### config.mk
export PLATFORM = sky130hd
export DESIGN_NAME = fetch_stage_flat
export DESIGN_NICKNAME = d
export VERILOG_FILES = /design/src/rtl/fetch_pkg.sv /design/src/rtl/fetch_stage_if.sv /design/src/rtl/fetch_skid_buffer.sv /design/src/rtl/fetch_stage.sv /design/src/flat_wrapper.sv
export SDC_FILE = /design/constraint.sdc
export NUM_CORES = 1
export LEC_CHECK = 0
export CORE_UTILIZATION = 25
export CTS_CLUSTER_SIZE = 25
export DETAILED_ROUTE_END_ITERATION = 8
export PLACE_DENSITY_LB_ADDON = 0.08
export SLEW_MARGIN = 25
export SYNTH_ARGS = -nofsm -noshare
export SYNTH_HDL_FRONTEND = slang
export SYNTH_SLANG_ARGS = --single-unit
export TNS_END_PERCENT = 30
### constraint.sdc
create_clock -name clock -period 1.7 [get_ports clock]
set_input_delay 0.255 -clock clock [delete_from_list [all_inputs] [get_ports clock]]
set_output_delay 0.255 -clock clock [all_outputs]
set_load 0.05 [all_outputs]
### src/rtl/fetch_pkg.sv
// Shared types and constants for the pipelined instruction-fetch stage.
package fetch_pkg;

   localparam int PC_W    = 16;
   localparam int INSTR_W = 16;

   localparam logic [INSTR_W-1:0] DEFAULT_NOP_INSTR = 16'h0000;

   typedef enum logic [1:0] {
      BOOT,
      FETCH,
      HOLD,
      DISCARD
   } fetchState_e;

endpackage

### src/rtl/fetch_stage_if.sv
// Instruction-memory request/ready handshake between the fetch stage and memory.
interface fetch_stage_if;
   import fetch_pkg::*;

   logic               imemReq;
   logic [PC_W-1:0]    imemAddr;
   logic               imemReady;
   logic [INSTR_W-1:0] imemData;

   modport master (output imemReq, output imemAddr, input imemReady, input imemData);
   modport slave  (input imemReq, input imemAddr, output imemReady, output imemData);

endinterface

### src/rtl/fetch_skid_buffer.sv
// One-entry {instr, pcNext} holding register that catches a response arriving during a decode stall.
module fetch_skid_buffer
   import fetch_pkg::*;
(
   input  logic               clock,
   input  logic               resetN,
   input  logic               load,
   input  logic               clear,
   input  logic [INSTR_W-1:0] instrIn,
   input  logic [PC_W-1:0]    pcNextIn,
   output logic               full,
   output logic [INSTR_W-1:0] instr,
   output logic [PC_W-1:0]    pcNext
);

   logic               fullReg;
   logic [INSTR_W-1:0] instrReg;
   logic [PC_W-1:0]    pcNextReg;

   // Clear wins over load so a redirect can never leave a stale entry behind.
   always_ff @(posedge clock) begin
      if (!resetN) begin
         fullReg   <= 1'b0;
         instrReg  <= '0;
         pcNextReg <= '0;
      end else if (clear) begin
         fullReg <= 1'b0;
      end else if (load) begin
         fullReg   <= 1'b1;
         instrReg  <= instrIn;
         pcNextReg <= pcNextIn;
      end
   end

   assign full   = fullReg;
   assign instr  = instrReg;
   assign pcNext = pcNextReg;

endmodule

### src/rtl/fetch_stage.sv
// Pipelined fetch stage: owns the PC, drives the imem handshake and loads IF/ID.
// Optional performance counters are enabled with the FETCH_PERF_CNT_EN macro.
module fetch_stage
   import fetch_pkg::*;
#(
   parameter logic [PC_W-1:0]    RESET_PC  = 16'h0000,
   parameter logic [PC_W-1:0]    PC_STEP   = 16'd2,
   parameter logic [INSTR_W-1:0] NOP_INSTR = DEFAULT_NOP_INSTR
) (
   input  logic               clock,
   input  logic               resetN,
   fetch_stage_if.master      imem,
   input  logic               stall,
   input  logic               branchTaken,
   input  logic [PC_W-1:0]    branchTarget,
   input  logic               jump,
   input  logic [PC_W-1:0]    jumpTarget,
   output logic               ifidValid,
   output logic [INSTR_W-1:0] ifidInstruction,
   output logic [PC_W-1:0]    ifidPCNext,
   output logic [PC_W-1:0]    fetchPC
`ifdef FETCH_PERF_CNT_EN
   ,
   output logic [31:0]        perfFetched,
   output logic [31:0]        perfSquashed
`endif
);

   fetchState_e        stateReg, stateNext;
   logic [PC_W-1:0]    pcReg, pcNext;
   logic [PC_W-1:0]    redirectPCReg, redirectPCNext;
   logic               ifidValidReg, ifidValidNext;
   logic [INSTR_W-1:0] ifidInstrReg, ifidInstrNext;
   logic [PC_W-1:0]    ifidPCNextReg, ifidPCNextNext;

   logic               redirect;
   logic [PC_W-1:0]    redirectTarget;
   logic [PC_W-1:0]    pcPlusStep;

   logic               skidLoad, skidClear, skidFull;
   logic [INSTR_W-1:0] skidInstr;
   logic [PC_W-1:0]    skidPCNext;

   assign redirect       = jump | branchTaken;
   assign redirectTarget = jump ? jumpTarget : branchTarget;
   assign pcPlusStep     = pcReg + PC_STEP;

   fetch_skid_buffer skid (
      .clock    (clock),
      .resetN   (resetN),
      .load     (skidLoad),
      .clear    (skidClear),
      .instrIn  (imem.imemData),
      .pcNextIn (pcPlusStep),
      .full     (skidFull),
      .instr    (skidInstr),
      .pcNext   (skidPCNext)
   );

   always_ff @(posedge clock) begin
      if (!resetN) begin
         stateReg      <= BOOT;
         pcReg         <= RESET_PC;
         redirectPCReg <= '0;
         ifidValidReg  <= 1'b0;
         ifidInstrReg  <= NOP_INSTR;
         ifidPCNextReg <= '0;
      end else begin
         stateReg      <= stateNext;
         pcReg         <= pcNext;
         redirectPCReg <= redirectPCNext;
         ifidValidReg  <= ifidValidNext;
         ifidInstrReg  <= ifidInstrNext;
         ifidPCNextReg <= ifidPCNextNext;
      end
   end

   always_comb begin
      stateNext      = stateReg;
      pcNext         = pcReg;
      redirectPCNext = redirectPCReg;
      ifidValidNext  = ifidValidReg;
      ifidInstrNext  = ifidInstrReg;
      ifidPCNextNext = ifidPCNextReg;
      skidLoad       = 1'b0;
      skidClear      = 1'b0;

      case (stateReg)
         BOOT: begin
            stateNext = FETCH;
            if (redirect) pcNext = redirectTarget;
         end
         FETCH: begin
            if (redirect) begin
               if (imem.imemReady) begin
                  pcNext = redirectTarget;
               end else begin
                  redirectPCNext = redirectTarget;
                  stateNext      = DISCARD;
               end
            end else if (imem.imemReady) begin
               pcNext = pcPlusStep;
               if (stall) begin
                  skidLoad  = 1'b1;
                  stateNext = HOLD;
               end else begin
                  ifidValidNext  = 1'b1;
                  ifidInstrNext  = imem.imemData;
                  ifidPCNextNext = pcPlusStep;
               end
            end else if (!stall) begin
               ifidValidNext = 1'b0;
               ifidInstrNext = NOP_INSTR;
            end
         end
         HOLD: begin
            if (redirect) begin
               pcNext    = redirectTarget;
               stateNext = FETCH;
            end else if (!stall) begin
               ifidValidNext  = skidFull;
               ifidInstrNext  = skidInstr;
               ifidPCNextNext = skidPCNext;
               skidClear      = 1'b1;
               stateNext      = FETCH;
            end
         end
         DISCARD: begin
            // A redirect arriving together with the completion is the newest one.
            if (redirect) redirectPCNext = redirectTarget;
            if (imem.imemReady) begin
               pcNext    = redirect ? redirectTarget : redirectPCReg;
               stateNext = FETCH;
            end
         end
         default: stateNext = BOOT;
      endcase

      if (redirect) begin
         ifidValidNext = 1'b0;
         ifidInstrNext = NOP_INSTR;
         skidClear     = 1'b1;
      end
   end

   // pc is not advanced until a squashed request completes, so it still holds the old address.
   assign imem.imemReq    = (stateReg == FETCH) || (stateReg == DISCARD);
   assign imem.imemAddr   = pcReg;
   assign ifidValid       = ifidValidReg;
   assign ifidInstruction = ifidInstrReg;
   assign ifidPCNext      = ifidPCNextReg;
   assign fetchPC         = pcReg;

`ifdef FETCH_PERF_CNT_EN
   logic        fetchEvent, squashEvent;
   logic [31:0] perfFetchedReg, perfSquashedReg;

   always_comb begin
      fetchEvent  = !redirect && !stall &&
                    (((stateReg == FETCH) && imem.imemReady) || ((stateReg == HOLD) && skidFull));
      squashEvent = ((stateReg == FETCH) && redirect && imem.imemReady) ||
                    ((stateReg == DISCARD) && imem.imemReady) ||
                    (redirect && skidFull);
   end

   always_ff @(posedge clock) begin
      if (!resetN) begin
         perfFetchedReg  <= '0;
         perfSquashedReg <= '0;
      end else begin
         if (fetchEvent)  perfFetchedReg  <= perfFetchedReg + 32'd1;
         if (squashEvent) perfSquashedReg <= perfSquashedReg + 32'd1;
      end
   end

   assign perfFetched  = perfFetchedReg;
   assign perfSquashed = perfSquashedReg;
`endif

endmodule

### src/flat_wrapper.sv
// flat-port wrapper written by rule: the top's interface ports become plain ports
module fetch_stage_flat import fetch_pkg::*;
#(
   parameter logic [PC_W-1:0]    RESET_PC  = 16'h0000,
   parameter logic [PC_W-1:0]    PC_STEP   = 16'd2,
   parameter logic [INSTR_W-1:0] NOP_INSTR = DEFAULT_NOP_INSTR
)
  (clock, resetN, stall, branchTaken, branchTarget, jump, jumpTarget, ifidValid, ifidInstruction, ifidPCNext, fetchPC, imem_imemReq, imem_imemAddr, imem_imemReady, imem_imemData);
  fetch_stage_if imem_i ();
  input  logic clock;
  input  logic resetN;
  input  logic stall;
  input  logic branchTaken;
  input  logic [PC_W-1:0] branchTarget;
  input  logic jump;
  input  logic [PC_W-1:0] jumpTarget;
  output logic ifidValid;
  output logic [INSTR_W-1:0] ifidInstruction;
  output logic [PC_W-1:0] ifidPCNext;
  output logic [PC_W-1:0] fetchPC;
  output wire logic [$bits(imem_i.imemReq)-1:0] imem_imemReq;
  output wire logic [$bits(imem_i.imemAddr)-1:0] imem_imemAddr;
  input wire logic [$bits(imem_i.imemReady)-1:0] imem_imemReady;
  input wire logic [$bits(imem_i.imemData)-1:0] imem_imemData;
  assign imem_imemReq = imem_i.imemReq;
  assign imem_imemAddr = imem_i.imemAddr;
  assign imem_i.imemReady = imem_imemReady;
  assign imem_i.imemData = imem_imemData;
  fetch_stage #(.RESET_PC(RESET_PC), .PC_STEP(PC_STEP), .NOP_INSTR(NOP_INSTR)) u_core (.clock(clock), .resetN(resetN), .imem(imem_i), .stall(stall), .branchTaken(branchTaken), .branchTarget(branchTarget), .jump(jump), .jumpTarget(jumpTarget), .ifidValid(ifidValid), .ifidInstruction(ifidInstruction), .ifidPCNext(ifidPCNext), .fetchPC(fetchPC));
endmodule
==> flow_summary.json <==
{
  "status": "finished, violations left",
  "clkPwrFrac_pct": 33.9,
  "synthArstFlopShare_pct": 0,
  "p_sw_share_pct": 30.91,
  "max_slew_margin_pct": 69.87,
  "internal_power_w": 0.004238,
  "drive_gt1_share_pct": 29.61,
  "fin_worst_skew_ns": 0.005158,
  "synth_edf_count": 0,
  "grt_antenna_before_repair": 0,
  "powerDensity_nw_per_um2": 837.9,
  "final_cell_mix": "buf_4 (136), dfxtp_1 (86), nand2_1 (73), nor2_1 (61), clkdlybuf4s50_1 (50)",
  "cts_tree": "done",
  "synth_cell_type_count": 52,
  "drt_wl_total_um": 17420,
  "hold_start": "u_core.skid.instr[5]$_SDFFE_PN0P_",
  "p_comb_share_pct": 24.9,
  "drv_cap": 0,
  "hold_viol": 0,
  "crit_path_max_fanout": 6,
  "hold_class": "register to register",
  "synthTopCellsByArea": "dfxtp_1 (40%), nand2_1 (6.0%), nor2_1 (4.6%)",
  "syn_area_per_cell_um2": 8.169,
  "cts_sinks": 100,
  "violations": "setup timing",
  "setup_viol": 10,
  "holdBufCountCts": 0,
  "vias": 5047,
  "grt_max_degree": 50,
  "pre_cts_ws_ns": -0.4360,
  "tns_ns": -0.2500,
  "clk_pin_slew_worst_paths_ns": 0.07,
  "rows": 51,
  "synth.largest_area_cell": "dfxtp_1",
  "ys_warn_count": 0,
  "p_sw_w": 0.001896,
  "grt_pass1_vias": 4927,
  "syn-num-nets": 664,
  "timing.rr.start": "u_core.stateReg[0]$_SDFFE_PN0P_",
  "worst_slack_ns": -0.03367,
  "gp_congestion": 0.7745,
  "worst_slew_pin_slew_ns": 0.4487,
  "finalCritPeriodShare_pct": 102.0,
  "ant_nets": 0,
  "htreeDepth": 3,
  "min_period_ns": 1.734,
  "drt_iter0_drc": 214,
  "synth.yosys.seq_area_share_pct": 40.24,
  "synth_top_cell_area_share_pct": 40.24,
  "cts_root_buf": "clkbuf_16",
  "ios": 120,
  "seqPwrFrac_pct": 41.2,
  "rsz0062_at_grt": "yes",
  "io_buffers": 119,
  "coreArea_um2": 19460,
  "critPathKind": "register to register",
  "die_h_um": 143.1,
  "fin_hold_ws_ns": 0.4574,
  "first_pass_iters": 4,
  "ys_ff_latch": 100,
  "start_util_pct": 25.56,
  "grtUsageTotal_pct": 16.75,
  "synthToLayoutAreaGrowth_pct": 47.18,
  "worstHoldPathCells": 2,
  "synth_flop_cell": "dfxtp_1",
  "drc": 0,
  "layout.nets": 811,
  "layout_commonest_cell": "buf_4",
  "die_x_um": 143.1,
  "final_max_slew_viol_count": 0,
  "critPathLaunch": "u_core.stateReg[0]$_SDFFE_PN0P_",
  "synth_cells": 609,
  "crit_required_ns": 1.98,
  "cts_buffer_depth": 2,
  "dp.final_hpwl_um": 11930,
  "worstRegToRegCells": 8,
  "wl_per_cell_um": 17.00,
  "fmax_mhz": 576.8,
  "grt_pass1_wl_um": 26250,
  "overflow": 0,
  "endpoint_kind": "register",
  "cts_made_buffers": 9,
  "cp-start-kind": "register",
  "dieArea_um2": 20470,
  "utilization_pct": 37.62,
  "syn_area_um2": 4975,
  "critical_path_arrival_ns": 2.02,
  "ir_drop_uv": 538.2,
  "clock_latency_ns": 0.35,
  "p_leak_nw": 2.801,
  "drt-vias-per-instance": 4.924,
  "antenna_cells": 0
}
## path summary, 6_finish.rpt
kind | end | slack [ns]
worst min-delay path | u_core.skid.instr[5]$_SDFFE_PN0P_ | 0.46
worst max-delay path | u_core.skid.instr[1]$_SDFFE_PN0P_ | -0.03
worst min register to register | u_core.skid.instr[5]$_SDFFE_PN0P_ | 0.46
worst max register to register | u_core.skid.instr[1]$_SDFFE_PN0P_ | -0.03
## flip-flops by register name, summed over array words and instances, names as in the netlist
signal / count
u_core.skid.pcNext: 16
u_core.ifidPCNext: 16
u_core.skid.full: 1
u_core.ifidInstruction: 16
u_core.ifidValid: 1
u_core.stateReg: 2
u_core.skid.instr: 16
u_core.redirectPCReg: 16
u_core.fetchPC: 16
## cell usage after synthesis (all sizes together) (3+ instances only)
library cell and count:
inv 7, mux2i 18, a21oi 32, xnor2 7, buf 43, or3 3
o22a 4, o31a 3, o221ai 6, o21bai 8, nor2 63, nand2b 13
nand2 81, o211ai 4, a311oi 19, nand3 24, o2111ai 3, o21a 5
nor4 8, clkbuf 31, a221oi 7, o21ai 30, o32ai 5, dfxtp 100
o22ai 14, a211oi 22, a22oi 4, nand4 6, nor3 20
## worst max-delay path: stages, from the launching register on
cell and delay (ns):
dfxtp_4 0.39, or3b_4 0.40, buf_6 0.14, nor3_4 0.15, buf_6 0.14, buf_8 0.13, clkbuf_16 0.16, nand2_1 0.05
a21oi_1 0.11
## routing by layer
| layer | up-vias | global-route usage, % | routed length [um] |
|---|---|---|---|
| met3 | 19 | 2.951 | 714 |
| li1 | 2477 | - | - |
| met2 | 129 | 30.78 | 8609 |
| met1 | 2422 | 19.87 | 7779 |
| met4 | 0 | 4.244 | 316 |
| met5 | - | 0 | 0 |
## metrics by stage
step	std cells	total power (W)	instance area, um^2
2_1_floorplan	609	0.003467	5006
3_3_place_gp	993	0.004040	6646
3_5_place_dp	993	0.004047	6646
4_1_cts	1010	0.006157	6999
5_1_grt	1025	0.006401	7322
6_report	1025	0.006135	7322
## power groups by stage
stage          Combinational (W)  Sequential (W)  Clock, W
2_1_floorplan           0.000710         0.00276         0
3_5_place_dp             0.00147         0.00258         0
4_1_cts                  0.00148         0.00253   0.00215
5_1_grt                  0.00163         0.00254   0.00223
6_report                 0.00153         0.00253   0.00208
3_3_place_gp             0.00146         0.00258         0
## timing repair
action	CTS	global route
cloned	1	6
pin swaps	2	8
setup endpoints to repair	56	84
setup buffers	1	9
resized for setup	11	36
## cell type report
class / instances / area, um^2
inverter: 7 / 30.03
clock buffer: 11 / 242.7
sequential: 100 / 2032
fill: 2023 / 12140
tap: 265 / 331.6
clock inverter: 4 / 48.80
multi-input combinational: 428 / 2689
timing repair buffer: 210 / 1948
## cell families after synthesis
| logic type | count (synthesis) | synth area share, % |
|---|---|---|
| simple gates | 228 | 20.98 |
| compound gates | 172 | 24.90 |
| flops | 100 | 40.24 |
| buf+inv | 81 | 8.325 |
| mux | 20 | 4.074 |
| xor+xnor | 7 | 1.232 |
| fa+ha+maj | 1 | 0.2515 |
No activity file was read; power rests on OpenSTA's default activity.
